**config.mk**
```make
export PLATFORM = sky130hd
export DESIGN_NAME = ripple_carry_adder_core
export DESIGN_NICKNAME = d
export VERILOG_FILES = /design/src/rtl/ripple_carry_adder_core.sv
export SDC_FILE = /design/constraint.sdc
export NUM_CORES = 1
export LEC_CHECK = 0
export ABC_CLOCK_PERIOD_IN_PS = 5000
export CORE_MARGIN = 10
export CORE_UTILIZATION = 37
export DETAILED_ROUTE_END_ITERATION = 10
export PLACE_DENSITY = 0.81
export SYNTH_ARGS = -nofsm -noshare
export SYNTH_HDL_FRONTEND = slang
export SYNTH_SLANG_ARGS = --single-unit
```
**constraint.sdc**
```tcl
create_clock -name clk -period 5 [get_ports clk]
set_clock_uncertainty 0.15 [all_clocks]
set_input_delay 1.25 -clock clk [delete_from_list [all_inputs] [get_ports clk]]
set_output_delay 1.25 -clock clk [all_outputs]
set_load 0.03 [all_outputs]
```
**src/rtl/ripple_carry_adder_core.sv**
```systemverilog
// ----------------------------------------------------------------------------
// ripple_carry_adder_core
//   WIDTH-bit ripple-carry adder built from per-bit full-adder cells.
//   A one-cycle output register with a valid flag sits on the chain.
//   Computes {C_out, sum} = a + b + c_in, unsigned, modulo 2^(WIDTH+1).
//
//   Optional feature: define RCA_OVERFLOW_EN to add the registered output
//   'ovf'. It is the signed two's-complement overflow, c[WIDTH] ^ c[WIDTH-1].
//   With the macro undefined, the ovf port does not exist.
//
//   Reset is synchronous and active-low (rst_n), sampled on the rising edge
//   of clk. Legal WIDTH range is 1..64.
// ----------------------------------------------------------------------------

// Single full-adder cell: one link of the ripple chain.
module rca_full_adder (
    input  logic i_a,
    input  logic i_b,
    input  logic i_c,
    output logic o_s,
    output logic o_c
);
    logic w_p;

    assign w_p = i_a ^ i_b;
    assign o_s = w_p ^ i_c;
    assign o_c = (i_a & i_b) | (i_c & w_p);
endmodule

module ripple_carry_adder_core #(
    parameter int unsigned WIDTH = 8
) (
    input  logic             clk,
    input  logic             rst_n,
    input  logic             in_valid,
    input  logic [WIDTH-1:0] a,
    input  logic [WIDTH-1:0] b,
    input  logic             c_in,
    output logic [WIDTH-1:0] sum,
    output logic             C_out,
`ifdef RCA_OVERFLOW_EN
    output logic             ovf,
`endif
    output logic             out_valid
);

    // Carry vector: w_carry[0] is the carry-in, w_carry[WIDTH] is the carry-out.
    logic [WIDTH:0]   w_carry;
    logic [WIDTH-1:0] w_sum;

    logic [WIDTH-1:0] r_sum;
    logic             r_cout;
    logic             r_valid;
`ifdef RCA_OVERFLOW_EN
    logic             r_ovf;
`endif

    assign w_carry[0] = c_in;

    // Explicit per-bit chain, so each carry really ripples through every cell.
    for (genvar gi = 0; gi < int'(WIDTH); gi++) begin : g_bit
        rca_full_adder u_fa (
            .i_a (a[gi]),
            .i_b (b[gi]),
            .i_c (w_carry[gi]),
            .o_s (w_sum[gi]),
            .o_c (w_carry[gi+1])
        );
    end

    // Output stage: reset wins, otherwise capture on in_valid and hold otherwise.
    always_ff @(posedge clk) begin
        // NOTE: sequential state uses non-blocking (<=) so every register samples
        // pre-edge values; blocking here would create order-dependent races.
        if (!rst_n) begin
            r_sum   <= '0;
            r_cout  <= 1'b0;
            r_valid <= 1'b0;
`ifdef RCA_OVERFLOW_EN
            r_ovf   <= 1'b0;
`endif
        end else begin
            r_valid <= in_valid;
            // NOTE: a missing else inside a clocked block is a clock-enable hold,
            // not a latch; the same pattern in always_comb would infer a latch.
            // Gating on in_valid also keeps X on idle inputs out of the held result.
            if (in_valid) begin
                r_sum  <= w_sum;
                r_cout <= w_carry[WIDTH];
`ifdef RCA_OVERFLOW_EN
                r_ovf  <= w_carry[WIDTH] ^ w_carry[WIDTH-1];
`endif
            end
        end
    end

    assign sum       = r_sum;
    assign C_out     = r_cout;
    assign out_valid = r_valid;
`ifdef RCA_OVERFLOW_EN
    assign ovf       = r_ovf;
`endif

endmodule

```
==> flow_metrics.tcl, run 1 <==
set metrics [dict create \
    grt_setup_unrepaired "no" \
    cts.sink_count 10 \
    postRouteAntennaNets 0 \
    critPathMostFrequentCell "sky130_fd_sc_hd__fa_1" \
    switching_share_pct 30.14 \
    core_area_um2 1350 \
    htreeDepth 1 \
    wirelength_um 1362 \
    initial_utilization_pct 40.59 \
    post-cts-setup-buffers 0 \
    cpLargestDelayFamily "adder cells" \
    setup-violations-final 0 \
    design.final.nets 106 \
    hold_violations 0 \
    worst_ir_drop_vdd_mv 0.1309 \
    hold_path.class "reg -> reg" \
    rr_startpoint "sum[5]" \
    run_status "completed" \
    crit_fanout 1 \
    maxCapViolations 0 \
    tritoncts_clock_tree "built" \
    top_level_ports 30 \
    port_buffers 29 \
    final_common_cell "sky130_fd_sc_hd__clkdlybuf4s50_1" \
    cellLeakagePower_uw 0.0003869 \
    die_width_um 58.49 \
    syn-cell-area_um2 548.0 \
    grt_first_pass_wirelength_um 2242 \
    critical_path.startpoint "b[0]" \
    power_frac_seq_pct 40.7 \
    area_growth_syn_to_layout_pct 58.68 \
    most-common-layout-cells "sky130_fd_sc_hd__clkdlybuf4s50_1, sky130_fd_sc_hd__dfxtp_1, sky130_fd_sc_hd__inv_1" \
    first_pass_iters 3 \
    die-area_um2 3421 \
    ys_warn_count 0 \
    vias 415 \
    power.share.combinational_pct 35.3 \
    antenna_found_initial 0 \
    cts.reportedPaths.clkPinSlew_ps 60 \
    critical_path_depth 14 \
    cts_root_buf "sky130_fd_sc_hd__clkbuf_4" \
    max_freq_mhz 207.2 \
    gp_routability_congestion 0.6738 \
    detailed_place_hpwl_um 1136 \
    pins_over_slew_limit 0 \
    route.detailed.drc 0 \
    syn_inst 46 \
    critPathRequiredTime_ps 5060 \
    drt-wirelength-per-cell_um 14.97 \
    overflow 0 \
    critical_path_arrival_ps 4880 \
    timing.rr.end "sum[5]" \
    critical_path.endpoint_type "register" \
    path_cells "clkdlybuf4s50_1 -> inv_1 -> fa_1 -> inv_1 -> fa_1 -> fa_2 -> fa_1 -> fa_2 -> fa_1 -> fa_1 -> inv_1 -> fa_1 -> nand2_1 -> o211a_1" \
    gr-usage-all-layers_pct 8.584 \
    tns_ps 0 \
    post_synthesis_net_count 74 \
    cts_hold_buffers 0 \
    reg2reg_depth 2 \
    cts_inserted_buffers 3 \
    drt-vias-per-instance 4.560 \
    post_cts_resized 0 \
    register_area_share_after_synthesis_pct 36.53 \
    power-per-cell-area_nw_per_um2 257.9 \
    p_int_uw 156.7 \
    clkPwrFrac_pct 24.1 \
    chipHeight_um 58.49 \
    cp_num_buf_inv 4 \
    dpl-instance-area_um2 842.1 \
    grt_max_degree 14 \
    timing.final.crit_period_ps 4826 \
    synth_seq_cells 10 \
    cts_buffer_depth 2 \
    avgSynthCellArea_um2 11.91 \
    max_slew_margin_pct 61.20 \
    dp_worst_setup_slack_ps -188.8 \
    drt_iter0_markers 3 \
    final_cycle_share_pct 96.51 \
    cp_slowest_cell "sky130_fd_sc_hd__fa_1" \
    timing.reg2reg.setup_slack_ps 4230 \
    crit_type "in -> reg" \
    power.switching_uw 67.60 \
    antennaDiodeCount 0 \
    fillerInstances 122 \
    clkLatencyLatePin_ps 260 \
    tightest_slew_ps 580.2 \
    finalInstanceArea_um2 869.6 \
    slowest_cell_delay_on_critical_path_ps 420 \
    grt_pass1_vias 505 \
    layout-drive-gt1-share_pct 7.895 \
    synth.distinct_cells 10 \
    crit_end "sum[7]" \
    setup.worst_path.start_class "input pin" \
    finalWorstSetupSlack_ps 174.4 \
    rows 13 \
]
[per-layer routing]
layer | routed length [um] | vias up | global-route usage [%]
met2 | 642 | 20 | 13.51
met3 | 171 | 0 | 5.365
met5 | 0 | - | 0
met1 | 548 | 193 | 8.776
li1 | - | 202 | -
met4 | 0 | 0 | 4.027
[state kept, by name, indices dropped and copies added, names as in the netlist]
| signal | cells |
|---|---|
| C_out | 1 |
| out_valid | 1 |
| sum | 8 |
[synthesized netlist by cell type]
| cell type | n | area (um2) |
|---|---|---|
| sky130_fd_sc_hd__fa_1 | 8 | 160.2 |
| sky130_fd_sc_hd__dfxtp_1 | 10 | 200.2 |
| sky130_fd_sc_hd__nand2_1 | 3 | 11.26 |
| sky130_fd_sc_hd__and2_2 | 1 | 7.510 |
| sky130_fd_sc_hd__buf_1 | 1 | 3.750 |
| sky130_fd_sc_hd__o211a_1 | 3 | 30.03 |
| sky130_fd_sc_hd__nor2b_1 | 6 | 37.54 |
| sky130_fd_sc_hd__buf_6 | 1 | 11.26 |
| sky130_fd_sc_hd__mux2i_1 | 6 | 60.06 |
| sky130_fd_sc_hd__inv_1 | 7 | 26.28 |
[cell families (layout without fill, tap and decap cells)]
| family | Yosys count | count (layout) | synth area share, % |
|---|---|---|---|
| AO/OA/AOI/OAI | 3 | 3 | 5.480 |
| buffers and inverters | 9 | 39 | 7.534 |
| AND/OR/NAND/NOR | 10 | 10 | 10.28 |
| flip-flops | 10 | 10 | 36.53 |
| adder cells (fa/ha/maj) | 8 | 8 | 29.22 |
| multiplexers | 6 | 6 | 10.96 |
[power by group through the flow]
stage	Clock [uW]	Combinational (uW)	Sequential [uW]
3_3_place_gp	0	77.8	92.7
6_report	54.0	79.1	91.2
3_5_place_dp	0	79.8	93.0
2_1_floorplan	0	25.1	109
4_1_cts	56.8	80.6	91.3
5_1_grt	59.7	87.2	92.3
[how the worst min path moves through the flow]
stage                     startpoint     end  depth (start not counted)
after floorplan               sum[1]  sum[1]                          2
after global placement        sum[0]  sum[0]                          1
after detailed placement      sum[0]  sum[0]                          1
after CTS                     sum[0]  sum[0]                          1
after global routing          sum[7]  sum[7]                          1
final                         sum[0]  sum[0]                          1
[stage by stage]
stage	std cells	power (uW)	util, %	hold WS (ps)
after floorplan	46	133.8	-	490.5
after global placement	88	170.4	62.37	309.6
after detailed placement	88	172.8	62.37	318.4
after CTS	91	228.7	64.04	333.2
after global routing	91	239.2	64.41	371.0
final	91	224.3	64.41	331.3
[final cells by class]
| cell class | instances | area, um2 | area share, % |
|---|---|---|---|
| multi-input combinational | 27 | 311.5 | 35.83 |
| sequential | 10 | 200.2 | 23.02 |
| inverter | 7 | 26.28 | 3.022 |
| tap | 15 | 18.77 | 2.158 |
| timing repair buffer | 29 | 290.3 | 33.38 |
| clock buffer | 3 | 22.52 | 2.590 |
(Power assumes the default switching activity.)
==> inputs of run 2 (changes only) <==
--- a/config.mk
+++ b/config.mk
@@ -8,6 +8,7 @@
 export ABC_CLOCK_PERIOD_IN_PS = 5000
 export CORE_MARGIN = 10
 export CORE_UTILIZATION = 37
+export CTS_CLUSTER_SIZE = 25
 export DETAILED_ROUTE_END_ITERATION = 10
 export PLACE_DENSITY = 0.81
 export SYNTH_ARGS = -nofsm -noshare
==> results of run 2 <==
No change in the layout: final DEF, timing and power equal those of run 1.
==> inputs of run 3 (changes only) <==
--- a/config.mk
+++ b/config.mk
@@ -11,6 +11,7 @@
 export CTS_CLUSTER_SIZE = 25
 export DETAILED_ROUTE_END_ITERATION = 10
 export PLACE_DENSITY = 0.81
+export SKIP_CTS_REPAIR_TIMING = 1
 export SYNTH_ARGS = -nofsm -noshare
 export SYNTH_HDL_FRONTEND = slang
 export SYNTH_SLANG_ARGS = --single-unit
==> results of run 3 <==
No change in the layout: final DEF, timing and power equal those of run 1.
